==> config.mk <==
export PLATFORM = sky130hd
export DESIGN_NAME = multicycle_control_flat
export DESIGN_NICKNAME = d
export VERILOG_FILES = /design/src/rtl/multicycle_control_if.sv /design/src/rtl/multicycle_control.sv /design/src/flat_wrapper.sv
export SDC_FILE = /design/constraint.sdc
export NUM_CORES = 1
export LEC_CHECK = 0
export CORE_MARGIN = 3
export CORE_UTILIZATION = 35
export CTS_BUF_LIST = sky130_fd_sc_hd__clkbuf_8
export CTS_CLUSTER_DIAMETER = 150
export DETAILED_ROUTE_END_ITERATION = 16
export GPL_TIMING_DRIVEN = 1
export HOLD_SLACK_MARGIN = 0.15
export PLACE_DENSITY = 0.73
export SYNTH_ARGS = -nofsm -noshare
export SYNTH_HDL_FRONTEND = slang
export SYNTH_SLANG_ARGS = --single-unit
export TNS_END_PERCENT = 20
==> constraint.sdc <==
create_clock -name CLK -period 3.2 [get_ports CLK]
set_clock_uncertainty 0.15 [all_clocks]
set_input_delay 0.64 -clock CLK [delete_from_list [all_inputs] [get_ports CLK]]
set_output_delay 0.64 -clock CLK [all_outputs]
set_load 0.005 [all_outputs]
==> src/rtl/multicycle_control_if.sv <==
// Control/status bundle between the multicycle controller (master) and the RV32I datapath (slave).
interface multicycle_control_if #(
  parameter int RETIRE_W = 32
);
  logic [6:0]          OPCODE;
  logic [2:0]          FUNCT3;
  logic                FUNCT7_5;
  logic                ZERO;
  logic                PC_WRITE;
  logic                OLDPC_WRITE;
  logic                IR_WRITE;
  logic                REG_WRITE;
  logic                RW_MEM;
  logic                MEM_TO_REG;
  logic [1:0]          ALU_SRC_A;
  logic [1:0]          ALU_SRC_B;
  logic                PC_SRC;
  logic [3:0]          ALU_CTRL;
  logic [2:0]          STATE;
  logic [RETIRE_W-1:0] RETIRED;
  logic                HALTED;

  modport master (
    input  OPCODE, FUNCT3, FUNCT7_5, ZERO,
    output PC_WRITE, OLDPC_WRITE, IR_WRITE, REG_WRITE, RW_MEM, MEM_TO_REG,
           ALU_SRC_A, ALU_SRC_B, PC_SRC, ALU_CTRL, STATE, RETIRED, HALTED
  );

  modport slave (
    output OPCODE, FUNCT3, FUNCT7_5, ZERO,
    input  PC_WRITE, OLDPC_WRITE, IR_WRITE, REG_WRITE, RW_MEM, MEM_TO_REG,
           ALU_SRC_A, ALU_SRC_B, PC_SRC, ALU_CTRL, STATE, RETIRED, HALTED
  );
endinterface

==> src/rtl/multicycle_control.sv <==
// Multicycle sequencer for an RV32I subset: Moore FSM driving datapath enables and mux selects,
// with a retired-instruction counter and optional halt on illegal opcodes.
module multicycle_control #(
  parameter int RETIRE_W     = 32,
  parameter bit ILLEGAL_HALT = 1'b1
) (
  input logic                 CLK,
  input logic                 RST,
  multicycle_control_if.master bus
);

  typedef enum logic [2:0] {
    S_FETCH  = 3'd0,
    S_DECODE = 3'd1,
    S_EXEC   = 3'd2,
    S_MEM    = 3'd3,
    S_WB     = 3'd4,
    S_HALT   = 3'd5
  } state_t;

  state_t              state_q, state_d;
  logic [RETIRE_W-1:0] retired_q;
  logic                retire;

  logic pc_write, oldpc_write, ir_write, reg_write, rw_mem, mem_to_reg, pc_src;
  logic [1:0] alu_src_a, alu_src_b;
  logic [3:0] alu_ctrl;

  logic is_r, is_i, is_br, is_ld, is_st, legal, br_taken;

  assign is_r  = (bus.OPCODE == 7'b0110011);
  assign is_i  = (bus.OPCODE == 7'b0010011);
  assign is_br = (bus.OPCODE == 7'b1100011);
  assign is_ld = (bus.OPCODE == 7'b0000011);
  assign is_st = (bus.OPCODE == 7'b0100011);
  // Only word-sized memory accesses are supported; byte/half variants count as illegal.
  assign legal = is_r | is_i | is_br | ((is_ld | is_st) & (bus.FUNCT3 == 3'b010));
  assign br_taken = ((bus.FUNCT3 == 3'b000) &  bus.ZERO) |
                    ((bus.FUNCT3 == 3'b001) & ~bus.ZERO);

  always_ff @(posedge CLK) begin
    if (RST) begin
      state_q   <= S_FETCH;
      retired_q <= '0;
    end else begin
      state_q <= state_d;
      if (retire) retired_q <= retired_q + RETIRE_W'(1);
    end
  end

  always_comb begin
    state_d     = S_FETCH;
    retire      = 1'b0;
    pc_write    = 1'b0;
    oldpc_write = 1'b0;
    ir_write    = 1'b0;
    reg_write   = 1'b0;
    rw_mem      = 1'b0;
    mem_to_reg  = 1'b0;
    pc_src      = 1'b0;
    alu_src_a   = 2'b00;
    alu_src_b   = 2'b00;
    alu_ctrl    = 4'b0000;
    case (state_q)
      S_FETCH: begin
        ir_write    = 1'b1;
        oldpc_write = 1'b1;
        pc_write    = 1'b1;
        alu_src_b   = 2'b01;
        state_d     = S_DECODE;
      end
      S_DECODE: begin
        alu_src_a = 2'b01;
        alu_src_b = 2'b11;
        if (legal)             state_d = S_EXEC;
        else if (ILLEGAL_HALT) state_d = S_HALT;
        else begin
          state_d = S_FETCH;
          retire  = 1'b1;
        end
      end
      S_EXEC: begin
        alu_src_a = 2'b10;
        if (is_r) begin
          alu_ctrl = {bus.FUNCT7_5, bus.FUNCT3};
          state_d  = S_WB;
        end else if (is_i) begin
          // IR[30] is part of the immediate except for the shift-right pair.
          alu_src_b = 2'b10;
          alu_ctrl  = (bus.FUNCT3 == 3'b101) ? {bus.FUNCT7_5, bus.FUNCT3} : {1'b0, bus.FUNCT3};
          state_d   = S_WB;
        end else if (is_ld | is_st) begin
          alu_src_b = 2'b10;
          state_d   = S_MEM;
        end else if (is_br) begin
          alu_ctrl = 4'b1000;
          pc_src   = 1'b1;
          pc_write = br_taken;
          retire   = 1'b1;
        end
      end
      S_MEM: begin
        if (is_st) begin
          rw_mem = 1'b1;
          retire = 1'b1;
        end else if (is_ld) begin
          state_d = S_WB;
        end
      end
      S_WB: begin
        reg_write  = 1'b1;
        mem_to_reg = is_ld;
        retire     = 1'b1;
      end
      S_HALT:  state_d = S_HALT;
      default: state_d = S_FETCH;
    endcase
  end

  // Reset suppresses every write in the cycle it is asserted.
  assign bus.PC_WRITE    = pc_write    & ~RST;
  assign bus.OLDPC_WRITE = oldpc_write & ~RST;
  assign bus.IR_WRITE    = ir_write    & ~RST;
  assign bus.REG_WRITE   = reg_write   & ~RST;
  assign bus.RW_MEM      = rw_mem      & ~RST;
  assign bus.MEM_TO_REG  = mem_to_reg;
  assign bus.PC_SRC      = pc_src;
  assign bus.ALU_SRC_A   = alu_src_a;
  assign bus.ALU_SRC_B   = alu_src_b;
  assign bus.ALU_CTRL    = alu_ctrl;
  assign bus.STATE       = state_q;
  assign bus.RETIRED     = retired_q;
  assign bus.HALTED      = (state_q == S_HALT);

endmodule

==> src/flat_wrapper.sv <==
// flat-port wrapper written by rule: the top's interface ports become plain ports
module multicycle_control_flat 
#(
  parameter int RETIRE_W     = 32,
  parameter bit ILLEGAL_HALT = 1'b1
)
  (CLK, RST, bus_OPCODE, bus_FUNCT3, bus_FUNCT7_5, bus_ZERO, bus_PC_WRITE, bus_OLDPC_WRITE, bus_IR_WRITE, bus_REG_WRITE, bus_RW_MEM, bus_MEM_TO_REG, bus_ALU_SRC_A, bus_ALU_SRC_B, bus_PC_SRC, bus_ALU_CTRL, bus_STATE, bus_RETIRED, bus_HALTED);
  multicycle_control_if #(.RETIRE_W(RETIRE_W)) bus_i ();
  input logic CLK;
  input logic RST;
  input wire logic [$bits(bus_i.OPCODE)-1:0] bus_OPCODE;
  input wire logic [$bits(bus_i.FUNCT3)-1:0] bus_FUNCT3;
  input wire logic [$bits(bus_i.FUNCT7_5)-1:0] bus_FUNCT7_5;
  input wire logic [$bits(bus_i.ZERO)-1:0] bus_ZERO;
  output wire logic [$bits(bus_i.PC_WRITE)-1:0] bus_PC_WRITE;
  output wire logic [$bits(bus_i.OLDPC_WRITE)-1:0] bus_OLDPC_WRITE;
  output wire logic [$bits(bus_i.IR_WRITE)-1:0] bus_IR_WRITE;
  output wire logic [$bits(bus_i.REG_WRITE)-1:0] bus_REG_WRITE;
  output wire logic [$bits(bus_i.RW_MEM)-1:0] bus_RW_MEM;
  output wire logic [$bits(bus_i.MEM_TO_REG)-1:0] bus_MEM_TO_REG;
  output wire logic [$bits(bus_i.ALU_SRC_A)-1:0] bus_ALU_SRC_A;
  output wire logic [$bits(bus_i.ALU_SRC_B)-1:0] bus_ALU_SRC_B;
  output wire logic [$bits(bus_i.PC_SRC)-1:0] bus_PC_SRC;
  output wire logic [$bits(bus_i.ALU_CTRL)-1:0] bus_ALU_CTRL;
  output wire logic [$bits(bus_i.STATE)-1:0] bus_STATE;
  output wire logic [$bits(bus_i.RETIRED)-1:0] bus_RETIRED;
  output wire logic [$bits(bus_i.HALTED)-1:0] bus_HALTED;
  assign bus_i.OPCODE = bus_OPCODE;
  assign bus_i.FUNCT3 = bus_FUNCT3;
  assign bus_i.FUNCT7_5 = bus_FUNCT7_5;
  assign bus_i.ZERO = bus_ZERO;
  assign bus_PC_WRITE = bus_i.PC_WRITE;
  assign bus_OLDPC_WRITE = bus_i.OLDPC_WRITE;
  assign bus_IR_WRITE = bus_i.IR_WRITE;
  assign bus_REG_WRITE = bus_i.REG_WRITE;
  assign bus_RW_MEM = bus_i.RW_MEM;
  assign bus_MEM_TO_REG = bus_i.MEM_TO_REG;
  assign bus_ALU_SRC_A = bus_i.ALU_SRC_A;
  assign bus_ALU_SRC_B = bus_i.ALU_SRC_B;
  assign bus_PC_SRC = bus_i.PC_SRC;
  assign bus_ALU_CTRL = bus_i.ALU_CTRL;
  assign bus_STATE = bus_i.STATE;
  assign bus_RETIRED = bus_i.RETIRED;
  assign bus_HALTED = bus_i.HALTED;
  multicycle_control #(.RETIRE_W(RETIRE_W), .ILLEGAL_HALT(ILLEGAL_HALT)) u_core (.CLK(CLK), .RST(RST), .bus(bus_i));
endmodule
# Word-level counts from Yosys, hierarchy flattened
# Cells that the tools add are included.
# totals
input_bits,14
ff_bits,35
wordCells,66
# classes
n_mux,34
reduce_logical,2
n_bitwise,14
n_eq_ne,13
add_sub_neg,1
# op_table
cell,count
$add 32x1->32 const B,1
$mux 4,6
$mux 3,5
$pmux 3 s5,1
$eq 7x6->1 const B,2
$mux 1,14
$eq 3x2->1 const B,3
$eq 3x3->1 const B,3
$mux 2,4
$and 1x1->1,7
$eq 7x2->1 const B,1
$eq 7x5->1 const B,1
$eq 7x7->1 const B,1
$eq 3x1->1 const B,2
$logic_not 3->1,2
$pmux 2 s3,1
$or 1x1->1,5
$pmux 2 s2,1
$pmux 1 s3,1
$not 1->1,2
$pmux 1 s2,1

# Depth between registers and ports, before layout
# logic_depth
word_depth,9
depth_mapped,7
depth_no_buf,6

# Worst setup path before layout
# No wires, ideal clock.
# synth_timing
path_type,input-to-reg
start,input bus_OPCODE[2]
end,"register u_core.retired_q[29], in the netlist u_core.bus.RETIRED[29]"
n_path_buf,2
arrival_ps,2521
setup_slack_ps,458
setup_ps,70
cell_stages,7
path_cell_list,nand4bb_1 > buf_2 > o41a_4 > or3b_1 > buf_2 > or4_1 > a21oi_1
# synth_between
elab_chain_len,6
word_cells_on_any_way,12
# synth_lines
element,line,source
start: declaration,flat_wrapper.sv:11,input wire logic [$bits(bus_i.OPCODE)-1:0] bus_OPCODE;
"$eq 7x7->1, or another cell as far along",multicycle_control.sv:33,assign is_br = (bus.OPCODE == 7'b1100011);
$mux 1 / $or 1x1->1 (equally long branches),"multicycle_control.sv:95, multicycle_control.sv:37, multicycle_control.sv:92",
$mux 1,multicycle_control.sv:92,end else if (is_ld | is_st) begin
$mux 1,multicycle_control.sv:87,end else if (is_i) begin
$mux 1,multicycle_control.sv:84,if (is_r) begin
$pmux 1 s3 *,multicycle_control.sv:64,case (state_q)
end signal: assignment,multicycle_control.sv:47,if (retire) retired_q <= retired_q + RETIRE_W'(1);
end: declaration,multicycle_control.sv:22,logic [RETIRE_W-1:0] retired_q;
# Mark *: on every way between the ends. The rest lies on a longest branch, timed or not.
# A chain may end at the register's enable or synchronous reset.

# Worst setup path in the final report
# layout_timing
start,input bus_OPCODE[2]
end,output bus_MEM_TO_REG
# layout_between
elab_chain_len,2
# layout_lines
element,line,source
$eq 7x2->1,multicycle_control.sv:34,assign is_ld = (bus.OPCODE == 7'b0000011);
$mux 1,multicycle_control.sv:64,
end: declaration,flat_wrapper.sv:20,output wire logic [$bits(bus_i.MEM_TO_REG)-1:0] bus_MEM_TO_REG;
# Every way passes these cells.

==> results.py <==
metrics = {
    "run_status": {
        "status": "finished clean",
    },
    "worst_setup_path": {
        "arrival_ps": 2380,
        "rr_startpoint": "u_core.bus.STATE[2]$_SDFF_PP0_",
        "critPathLaunchType": "input port",
        "critPathLaunch": "bus_OPCODE[2]",
        "worstPathRequired_ps": 2410,
        "r2r_slack_ps": 630,
        "cp-endpoint": "bus_MEM_TO_REG",
        "crit_type": "input port to output pin",
        "critPathCaptureType": "output pin",
        "timing.rr.end": "u_core.bus.RETIRED[29]$_SDFFE_PP0P_",
        "critPathMaxFanout": 3,
        "r2r_cells": 5,
    },
    "timing": {
        "finalHoldViolCount": 0,
        "period_needed_ps": 3170,
        "slew-limit-headroom_pct": 64.6,
        "fin_crit_sh_pct": 99.0,
        "drv_slew": 0,
        "fmax_mhz": 316,
        "rsz0062_at_grt": "true",
        "setup_viol": 0,
        "fin_worst_hold_slack_ps": 344,
        "fin_setup_tns_ps": 0,
        "tightest_slew_ps": 526,
    },
    "route": {
        "finalWirelength_um": 5210,
        "wire_per_inst_um": 13.4,
        "wl_met2_um": 2440,
        "first_pass_iters": 4,
        "top_layer": "met4",
        "vias": 1976,
        "avgViaCountPerCell": 5.09,
        "met3_length_um": 247,
        "drtIter0Drc": 106,
        "antenna_left": 0,
        "wl_met1_um": 2490,
        "drcViolationCount": 0,
    },
    "synthesis": {
        "syn_inst": 242,
        "syn_area_per_cell_um2": 8.02,
        "syn_nets": 257,
        "synth_cell_types": 46,
        "yosys_register_bits": 35,
        "ys_seq_area_share_pct": 36.1,
        "syn_area_um2": 1940,
        "yosysWarnings": 0,
    },
    "floorplanning": {
        "initial_utilization_pct": 37.1,
        "rows": 26,
        "dieArea_um2": 6470,
        "ios": 65,
        "die_width_um": 80.5,
        "dieHeight_um": 80.5,
        "coreArea_um2": 5240,
    },
    "cts": {
        "cts-root-to-sink-buffers": 2,
        "post_cts_buffers": 0,
        "cts_tree": "done",
        "cts_resized": 3,
        "clk_pin_slew_ps": 70,
        "cts.sinks": 35,
        "clock_latency_ps": 290,
        "cts.htree.levels": 2,
        "cts_buffers": 5,
        "cts_hold_buf": 0,
        "cts-root-buf": "clkbuf_8",
    },
    "cells_and_area": {
        "fillerInstances": 503,
        "n_antenna_cell": 0,
        "syn2layout_area_growth_pct": 46.6,
        "layout_common_cells": "62 x clkdlybuf4s50_1, 35 x nor2_1, 35 x dfxtp_1, 16 x nand2_1, 16 x buf_4",
        "final-seq-area_um2": 701,
        "final_nets": 333,
        "final_layout_size_suffix_gt1_share_pct": 12.3,
        "multi_input_area_um2": 1160,
        "final_common_cell": "clkdlybuf4s50_1",
    },
    "global_route": {
        "overflow": 0,
        "grt_pass1_vias": 1850,
        "grt_max_degree": 34,
        "grt_pass1_wl_um": 8720,
        "antenna_found_initial": 0,
        "grt_usage_pct": 17.1,
    },
    "power": {
        "powerDensity_nw_per_um2": 303,
        "power_uw": 862,
        "irDropWorstVdd_mv": 0.162,
        "leakage_nw": 1.05,
    },
    "placed_design": {
        "port-buffer-count": 64,
        "gp_congestion": 0.835,
        "dp_hpwl_um": 3940,
    },
    "min_path": {
        "hold_class": "register to register",
    },
    "job": {
        "cap_violations": 0,
    },
}
sequential cells by signal, indices dropped and copies added (netlist names):
name                cells
u_core.bus.RETIRED     32
u_core.bus.STATE        3
worst max-delay path: stages:
cell and delay, ps:
clkdlybuf4s50_1 390, nand4bb_1 230, or3_1 380, nor3_1 170, clkdlybuf4s50_1 560
power by group:
group / internal, mW / switching (mW) / leakage (nW) / total [mW]
Combinational: 0.0529 / 0.0418 / 0.716 / 0.0947
Clock: 0.169 / 0.153 / 0.0470 / 0.322
Sequential: 0.438 / 0.00661 / 0.283 / 0.445
Total: 0.660 / 0.202 / 1.05 / 0.862
cell usage after synthesis, drive strengths merged:
cell | count | area share, %
nand4bb | 1 | 0.58
nand4b | 1 | 0.45
nor2b | 5 | 1.6
nor3b | 2 | 0.77
a41o | 1 | 0.52
o21ba | 1 | 0.52
inv | 10 | 1.9
ha | 1 | 0.64
nand2 | 16 | 3.1
nand4 | 12 | 4.2
o21a | 2 | 0.77
a31o | 1 | 0.45
o41ai | 1 | 0.84
dfxtp | 35 | 36
a221oi | 1 | 0.45
xor2 | 13 | 5.9
or4 | 4 | 1.5
o31ai | 4 | 1.5
and3b | 1 | 0.45
xnor2 | 5 | 2.3
and3 | 9 | 2.9
nand2b | 3 | 1.4
clkbuf | 6 | 1.2
a311oi | 1 | 0.45
o41a | 1 | 1.1
a21oi | 14 | 3.6
o21bai | 1 | 0.39
buf | 6 | 1.9
nor3 | 4 | 1.0
nand3 | 14 | 3.6
nor4b | 1 | 0.45
o21ai | 7 | 1.8
mux2 | 4 | 2.3
or3 | 4 | 1.3
or3b | 3 | 1.4
a211oi | 2 | 0.77
nor4 | 3 | 0.97
nor2 | 37 | 7.2
and2 | 4 | 1.3
and4 | 1 | 0.45
stage by stage:
step	instances	util [%]	instance area (um^2)	setup WS, ps
6_report	388	54.3	2840	33.4
5_1_grt	388	54.3	2840	-21.3
4_1_cts	388	54.0	2830	15.0
3_5_place_dp	381	52.2	2740	-58.2
3_3_place_gp	381	52.2	2740	-16.2
2_1_floorplan	242	-	1940	458
per-layer routing:
metal  vias to the layer above  global-route usage [%]
li1                       1012                       -
met1                       918                    23.0
met2                        44                    26.9
met3                         2                    5.27
met4                         0                    3.38
met5                         -                       0
final cells by class:
cell class              instances  area share [%]
well taps                      70            3.08
inverters                      10            1.32
clock inverters                 1           0.176
clock buffers                   6            2.90
flip-flops and latches         35            24.6
repair buffers                 81            27.2
multi-input cells             185            40.7
how the worst min path moves through the flow:
stage | from | endpoint | cells after the start
6_report | u_core.bus.RETIRED[31]$_SDFFE_PP0P_ | u_core.bus.RETIRED[31]$_SDFFE_PP0P_ | 2
5_1_grt | u_core.bus.RETIRED[31]$_SDFFE_PP0P_ | u_core.bus.RETIRED[31]$_SDFFE_PP0P_ | 2
4_1_cts | u_core.bus.RETIRED[31]$_SDFFE_PP0P_ | u_core.bus.RETIRED[31]$_SDFFE_PP0P_ | 2
3_5_place_dp | u_core.bus.RETIRED[31]$_SDFFE_PP0P_ | u_core.bus.RETIRED[31]$_SDFFE_PP0P_ | 2
3_3_place_gp | u_core.bus.RETIRED[31]$_SDFFE_PP0P_ | u_core.bus.RETIRED[31]$_SDFFE_PP0P_ | 2
2_1_floorplan | u_core.bus.RETIRED[31]$_SDFFE_PP0P_ | u_core.bus.RETIRED[31]$_SDFFE_PP0P_ | 2
cell families (layout without fill, tap and decap cells):
group	Yosys count	after routing	synth area share (%)
xor+xnor	18	18	8.12
mux	4	4	2.32
compound gates	37	37	13.2
buf+inv	22	98	5.03
flops	35	35	36.1
fa+ha+maj	1	1	0.645
simple gates	125	125	34.6
No activity file was read; power rests on OpenSTA's default activity.
